**src/rtl/stopwatch_pkg.sv**
```systemverilog
// Shared field widths and limits for the stopwatch time registers.
package stopwatch_pkg;

    localparam int MSEC_W = 7;
    localparam int SEC_W  = 6;
    localparam int MIN_W  = 6;
    localparam int HOUR_W = 5;

    localparam logic [MSEC_W-1:0] MSEC_MAX = 7'd99;
    localparam logic [SEC_W-1:0]  SEC_MAX  = 6'd59;
    localparam logic [MIN_W-1:0]  MIN_MAX  = 6'd59;
    localparam logic [HOUR_W-1:0] HOUR_MAX = 5'd23;

endpackage

```
**src/rtl/stopwatch_datapath_tick_gen.sv**
```systemverilog
// Prescaler: counts 0..TICK_DIV-1 while enabled and pulses tick on the wrap edge.
module tick_gen #(
    parameter int TICK_DIV = 1_000_000
) (
    input  logic clk,
    input  logic reset_n,
    input  logic enable,
    input  logic clear,
    output logic tick
);

    localparam int CW = (TICK_DIV > 2) ? $clog2(TICK_DIV) : 1;
    localparam logic [CW-1:0] LAST = CW'(TICK_DIV - 1);

    logic [CW-1:0] r_cnt;

    // Clear wins, so a coincident terminal count never produces a tick.
    assign tick = enable & ~clear & (r_cnt == LAST);

    always_ff @(posedge clk or negedge reset_n) begin
        if (!reset_n) begin
            r_cnt <= '0;
        end else if (clear) begin
            r_cnt <= '0;
        end else if (enable) begin
            r_cnt <= (r_cnt == LAST) ? '0 : r_cnt + 1'b1;
        end
    end

endmodule

```
**src/rtl/stopwatch_datapath.sv**
```systemverilog
// Up/down stopwatch time registers driven by a prescaled 10 ms tick.
// Define STOPWATCH_HOUR_EN to build the hour counter; otherwise o_hour is tied to 0.
module stopwatch_datapath
    import stopwatch_pkg::*;
#(
    parameter int TICK_DIV = 1_000_000
) (
    input  logic              clk,
    input  logic              reset_n,
    input  logic              i_run_stop,
    input  logic              i_clear,
    input  logic              i_mode,
    output logic [MSEC_W-1:0] o_msec,
    output logic [SEC_W-1:0]  o_sec,
    output logic [MIN_W-1:0]  o_min,
    output logic [HOUR_W-1:0] o_hour,
    output logic              o_tick
);

    logic              w_tick;
    logic [MSEC_W-1:0] r_msec, w_msec_nxt;
    logic [SEC_W-1:0]  r_sec,  w_sec_nxt;
    logic [MIN_W-1:0]  r_min,  w_min_nxt;
    logic              r_tick;
    logic              w_ms_end, w_sec_end, w_min_end;
    logic              w_sec_adv, w_min_adv;

    tick_gen #(.TICK_DIV(TICK_DIV)) u_tick_gen (
        .clk     (clk),
        .reset_n (reset_n),
        .enable  (i_run_stop),
        .clear   (i_clear),
        .tick    (w_tick)
    );

    // "end" means the field is at its wrap point for the current direction.
    always_comb begin
        w_ms_end  = i_mode ? (r_msec == '0) : (r_msec == MSEC_MAX);
        w_sec_end = i_mode ? (r_sec  == '0) : (r_sec  == SEC_MAX);
        w_min_end = i_mode ? (r_min  == '0) : (r_min  == MIN_MAX);
        w_sec_adv = w_ms_end;
        w_min_adv = w_ms_end & w_sec_end;

        w_msec_nxt = w_ms_end ? (i_mode ? MSEC_MAX : '0)
                              : (i_mode ? r_msec - 1'b1 : r_msec + 1'b1);
        w_sec_nxt  = r_sec;
        if (w_sec_adv)
            w_sec_nxt = w_sec_end ? (i_mode ? SEC_MAX : '0)
                                  : (i_mode ? r_sec - 1'b1 : r_sec + 1'b1);
        w_min_nxt  = r_min;
        if (w_min_adv)
            w_min_nxt = w_min_end ? (i_mode ? MIN_MAX : '0)
                                  : (i_mode ? r_min - 1'b1 : r_min + 1'b1);
    end

    always_ff @(posedge clk or negedge reset_n) begin
        if (!reset_n) begin
            r_msec <= '0;
            r_sec  <= '0;
            r_min  <= '0;
            r_tick <= 1'b0;
        end else if (i_clear) begin
            r_msec <= '0;
            r_sec  <= '0;
            r_min  <= '0;
            r_tick <= 1'b0;
        end else begin
            r_tick <= w_tick;
            if (w_tick) begin
                r_msec <= w_msec_nxt;
                r_sec  <= w_sec_nxt;
                r_min  <= w_min_nxt;
            end
        end
    end

`ifdef STOPWATCH_HOUR_EN
    logic [HOUR_W-1:0] r_hour, w_hour_nxt;
    logic              w_hour_adv;

    always_comb begin
        w_hour_adv = w_min_adv & w_min_end;
        w_hour_nxt = r_hour;
        if (w_hour_adv) begin
            if (i_mode)
                w_hour_nxt = (r_hour == '0) ? HOUR_MAX : r_hour - 1'b1;
            else
                w_hour_nxt = (r_hour == HOUR_MAX) ? '0 : r_hour + 1'b1;
        end
    end

    always_ff @(posedge clk or negedge reset_n) begin
        if (!reset_n)
            r_hour <= '0;
        else if (i_clear)
            r_hour <= '0;
        else if (w_tick)
            r_hour <= w_hour_nxt;
    end

    assign o_hour = r_hour;
`else
    assign o_hour = '0;
`endif

    assign o_msec = r_msec;
    assign o_sec  = r_sec;
    assign o_min  = r_min;
    assign o_tick = r_tick;

endmodule

```
**config.mk**
```make
export PLATFORM = sky130hd
export DESIGN_NAME = stopwatch_datapath
export DESIGN_NICKNAME = d
export VERILOG_FILES = /design/src/rtl/stopwatch_pkg.sv /design/src/rtl/stopwatch_datapath_tick_gen.sv /design/src/rtl/stopwatch_datapath.sv
export SDC_FILE = /design/constraint.sdc
export NUM_CORES = 1
export LEC_CHECK = 0
export CORE_MARGIN = 2
export CORE_UTILIZATION = 40
export DETAILED_ROUTE_END_ITERATION = 12
export GPL_ROUTABILITY_DRIVEN = 0
export PLACE_DENSITY = 0.68
export SLEW_MARGIN = 10
export SYNTH_ARGS = -nofsm -noshare
export SYNTH_HDL_FRONTEND = slang
export SYNTH_HIERARCHICAL = 1
export SYNTH_SLANG_ARGS = --single-unit
```
**constraint.sdc**
```tcl
create_clock -name clk -period 5.6 [get_ports clk]
set_input_delay 0.56 -clock clk [delete_from_list [all_inputs] [get_ports clk]]
set_output_delay 0.56 -clock clk [all_outputs]
set_load 0.1 [all_outputs]
```
# Word-level counts from Yosys, hierarchy flattened
# Index checks and enable logic that the tools add are counted.
[totals]
output_inout_bits = 25
in_bits = 5
ramBits = 0
latchBits = 0
mem_count = 0
reg_bits = 40
rom_bits = 0
[classes]
n_bitwise = 4
n_div = 0
order_cmp = 0
n_addsub = 7
reduce_logical = 9
n_mul = 0
n_mux = 23
eq_ne = 4
shift = 0
[op_table]
columns = ["cell", "count"]
rows = [
  ["$mux W6", 11],
  ["$mux W20", 3],
  ["$mux W7", 5],
  ["$add A20 B1 Y20 const B", 1],
  ["$eq A20 B20 Y1 const B", 1],
  ["$add A6 B1 Y6 const B", 2],
  ["$eq A6 B6 Y1 const B", 2],
  ["$logic_not A6 Y1", 2],
  ["$sub A6 B1 Y6 const B", 2],
  ["$reduce_bool A2 Y1", 4],
  ["$add A7 B1 Y7 const B", 1],
  ["$eq A7 B7 Y1 const B", 1],
  ["$logic_not A7 Y1", 1],
  ["$sub A7 B1 Y7 const B", 1],
  ["$mux W1", 4],
  ["$reduce_and A2 Y1", 2],
  ["$and A1 B1 Y1", 3],
  ["$not A1 Y1", 1],
]

# Longest topological paths before layout
[logic_depth]
depth_word = 6
depth_mapped = 9

# Cells and area by module
# Netlist, hierarchy kept.
[modules_own_cells]
columns = ["module", "cells_each", "seq_area_each_um2", "area_each_um2", "n_inst"]
rows = [
  ["stopwatch_datapath", 186, 500.5, 1722.9, 1],
  ["tick_gen", 138, 500.5, 1179.9, 1],
]

# Worst setup path after synthesis
# Ideal clock, no wire load.
[synth_path]
path_kind = "register to register"
startpoint = "register r_msec[1] (netlist: o_msec[1])"
endpoint = "register r_min[2] (netlist: o_min[2])"
required_ns = 5.521
period_less_slack_ns = 2.611
arrival_time_ns = 2.531
path_stages_with_launch = 6
setup_slack_ns = 2.989
cell_sequence = "dfrtp_1 > or4b_4 > mux2i_4 > a31oi_4 > or4_1 > a2bb2oi_1"
[synth_between]
elab_chain_len = 5
word_cells_on_any_way = 6
cone_classes = "eq/ne (1); mux (1); bitwise (1); reduce/logical (3)"
[synth_rtl]
columns = ["element", "line", "rtl"]
rows = [
  ["start, declared", "stopwatch_datapath.sv:21", "logic [MSEC_W-1:0] r_msec, w_msec_nxt;"],
  ["start signal, assigned", "stopwatch_datapath.sv:70", "r_msec <= w_msec_nxt;"],
  ["$eq A7 B7 Y1 or $logic_not A7 Y1 (tied branches)", "stopwatch_datapath.sv:38", "w_ms_end = i_mode ? (r_msec == '0) : (r_msec == MSEC_MAX);"],
  ["$mux W1 (*)", "stopwatch_datapath.sv:38", ""],
  ["$and A1 B1 Y1 (*)", "stopwatch_datapath.sv:42", "w_min_adv = w_ms_end & w_sec_end;"],
  ["$reduce_bool A2 Y1 (no source line) (*)", "n/a", ""],
  ["$reduce_and A2 Y1 (no source line) (*)", "n/a", ""],
  ["end signal, assigned", "stopwatch_datapath.sv:72", "r_min <= w_min_nxt;"],
  ["end, declared", "stopwatch_datapath.sv:23", "logic [MIN_W-1:0] r_min, w_min_nxt;"],
]
# Every way passes the cells marked *; elsewhere a longest branch is shown, timed or not.
# A chain may end at the register's enable or synchronous reset.

# Worst setup path in the final report
[layout_path]
startpoint = "input i_clear"
endpoint = "register r_msec[6] (netlist: o_msec[6])"
[layout_between]
elab_chain_len = 4
word_cells_on_any_way = 5
cone_classes = "mux (1); bitwise (3); reduce/logical (1)"
[layout_rtl]
columns = ["element", "line", "rtl"]
rows = [
  ["start, declared", "stopwatch_datapath.sv:11", "input logic i_clear,"],
  ["$not A1 Y1", "stopwatch_datapath_tick_gen.sv:18", "assign tick = enable & ~clear & (r_cnt == LAST);"],
  ["$and A1 B1 Y1 (2 in a row)", "stopwatch_datapath_tick_gen.sv:18", ""],
  ["net w_tick", "stopwatch_datapath.sv:20", "logic w_tick;"],
  ["$reduce_bool A2 Y1 (no source line)", "n/a", ""],
]
# The timed path passes the listed nets, and every way through them passes these cells.

==> flow_summary.ini <==
[drt]
dr.pass1.iters = 4
dr_total_vias = 2508
routedWlPerCell_um = 14.6
drt_iter0_drc = 121
via_per_inst = 5.61
wl_mm = 6.54
antenna_left = 0
drc_errors = 0

[pwr]
power-per-cell-area_nw_per_um2 = 296
p_leak_nw = 1.44
p_clk_frac = 0.259
internal-power_w = 0.000575
p_sw_w = 0.000414
p_total_w = 0.000989
irDropWorstVdd_mv = 0.350
pwr-share-comb = 0.398
seqPwrFrac = 0.343
swShare = 0.419

[setup_path]
rr_endpoint = o_msec[6]
worst_ep_arrival_time_ps = 3510
r2r_cells = 7
regToRegStartpoint = u_tick_gen/r_cnt[12]
startpoint_type = input port
ff2ff_setup_slack_ps = 2480
worstSetupPathType = input port to flip-flop
worstPathRequired_ps = 5840
crit_fanout = 19
endpoint_kind = flip-flop

[synth]
ys.flop_type = dfrtp_1
synth_common_cells = dfrtp_1 (40), nand2_1 (29), nor2_1 (23)
yosysMostFrequentCell = dfrtp_1
syn_avg_cell_area_um2 = 8.96
netlist_instances = 324
seq_area_frac_synth = 0.345
synthArstFlopShare = 1.00
yosysWarnings = 6
netlist_area_um2 = 2900
ys_top_cells_by_area = dfrtp_1 (34%), ha_1 (6.0%), nand2_1 (3.8%), a21oi_1 (3.4%), nand3_1 (3.1%)
synth-edff-count = 0
ys_types = 67
synth_top_area_cell = dfrtp_1
synth_top_cell_area_share = 0.345
synth.ff_latch_count = 40

[grt]
grt_pass1_vias = 2470
overflow = 0
grt_use_total = 0.184
grt_max_degree = 41
antenna_found_initial = 0
grt_pass1_wl_mm = 11.5

[place]
numPortBuffers = 24
placed_area_um2 = 3220
dp_worst_setup_slack_ps = 2060
post-dp-hpwl_mm = 4.73

[clock_network]
cts_buffers = 5
cts_hold_buf = 0
cts-htree-levels = 2
cts_resized = 0
root_buffer = clkbuf_8
cts.clk_slew.worst_paths_ps = 90
cts_buffer_depth = 2
clkSinkCount = 40
cts_tree = built
clock_latency_ps = 300
cts_setup_buffers = 0

[die]
core.rowCount = 31
die_y_um = 89.2
die_w_um = 89.2
ios = 30
core_area_um2 = 7140
fp.dieArea_um2 = 7950
start_util = 0.407

[layout]
final_core_util = 0.468
fillers = 712
final_area_um2 = 3340
drive_gt1_frac = 0.0718
n_antenna_cell = 0
fin_nets = 369
area_delta_synth_final_pct = 15.0

[timing]
post-route-min-period_ps = 3270
tightest_slew_ps = 1160
fin_ws_ps = 2330
finalSetupViolations = 0
rsz0062_at_grt = false
slew-limit-headroom = 0.225
timing.final.crit_share = 0.585
slew_viol_final = 0
timing.fmax_mhz = 305
fin_setup_tns_ps = 0
fin_skew_ps = 9.99
hold_viol_final = 0

[outcome]
status = completed

[job]
cap_violations = 0

[hold_path]
min-delay-path-class = input port to asynchronous set/reset pin
[how the worst max path moves through the flow]
stage	depth (start not counted)	to	slack (ps)	from
final	8	o_msec[6]	2330	i_clear
after global routing	8	o_msec[6]	2040	i_clear
after CTS	8	o_msec[6]	2370	i_clear
after detailed placement	8	o_msec[6]	2060	i_clear
after global placement	8	o_msec[6]	2190	i_clear
after floorplan	5	o_min[2]	2990	o_msec[1]
[per-stage QoR]
stage / hold slack, ps / cells
2_1_floorplan: 264 / 328
4_1_cts: 423 / 447
5_1_grt: 461 / 447
6_report: 383 / 447
3_5_place_dp: 522 / 439
3_3_place_gp: 511 / 439
[state kept, by name, summed over array words and instances, names as in the netlist]
register,cells
o_sec,6
o_tick,1
u_tick_gen/r_cnt,20
o_msec,7
o_min,6
[routing by layer]
metal / vias up / track usage / routed length, µm
li1: 1240 / - / -
met1: 1218 / 0.247 / 3120
met2: 44 / 0.299 / 3130
met3: 6 / 0.0425 / 212
met4: 0 / 0.0529 / 78
met5: - / 0 / 0
[cells by family after synthesis]
kind of cell               count (synthesis)  synth area share
AOI/OAI and AO/OA                         83             0.196
DFF                                       40             0.345
xor gates and xnor gates                  13            0.0392
other                                      1           0.00129
muxes                                      9            0.0362
and+or+nand+nor                          134             0.257
adders and majority gates                 17            0.0810
buffers and inverters                     27            0.0444
[layout by cell type (no fill, tap or decap), types with 5 or more instances in the layout]
| master | netlist | routed |
|---|---|---|
| nand3_1 | 18 | 18 |
| nand4_1 | 10 | 10 |
| nand2_1 | 29 | 29 |
| dfrtp_1 | 40 | 40 |
| a21oi_1 | 20 | 20 |
| ha_1 | 14 | 14 |
| and3_1 | 5 | 5 |
| a21o_1 | 8 | 8 |
| mux2i_1 | 6 | 6 |
| inv_1 | 13 | 13 |
| a31oi_1 | 7 | 7 |
| o21ai_0 | 15 | 15 |
| conb_1 | 1 | 5 |
| a211oi_1 | 5 | 5 |
| nor2b_1 | 6 | 6 |
| clkdlybuf4s50_1 | 0 | 23 |
| clkbuf_8 | 0 | 6 |
| xnor2_1 | 9 | 9 |
| nor3_1 | 5 | 5 |
| nor2_1 | 23 | 23 |
[worst max-delay path, stage by stage]
cell and delay [ps]:
clkdlybuf4s50_1 390, buf_4 200, nand2b_1 300, nor4_2 910, nor2b_1 310, a21boi_0 500, a21o_1 190, a22o_1 140
[power groups by stage]
stage,registers (W),clock network (W),logic [W]
after global placement,0.000346,0,0.000390
after detailed placement,0.000346,0,0.000393
final,0.000340,0.000256,0.000394
after CTS,0.000340,0.000259,0.000396
after floorplan,0.000477,0,0.000171
after global routing,0.000346,0.000276,0.000422
[layout make-up]
| class | instances | area [µm²] | area share |
|---|---|---|---|
| Clock inverter | 2 | 38.8 | 0.0116 |
| Tap cell | 99 | 124 | 0.0371 |
| Multi-Input combinational cell | 261 | 1790 | 0.537 |
| Clock buffer | 6 | 82.6 | 0.0247 |
| Inverter | 13 | 48.8 | 0.0146 |
| Sequential cell | 40 | 1000 | 0.300 |
| Timing Repair Buffer | 26 | 250 | 0.0749 |
(Power assumes the default switching activity.)
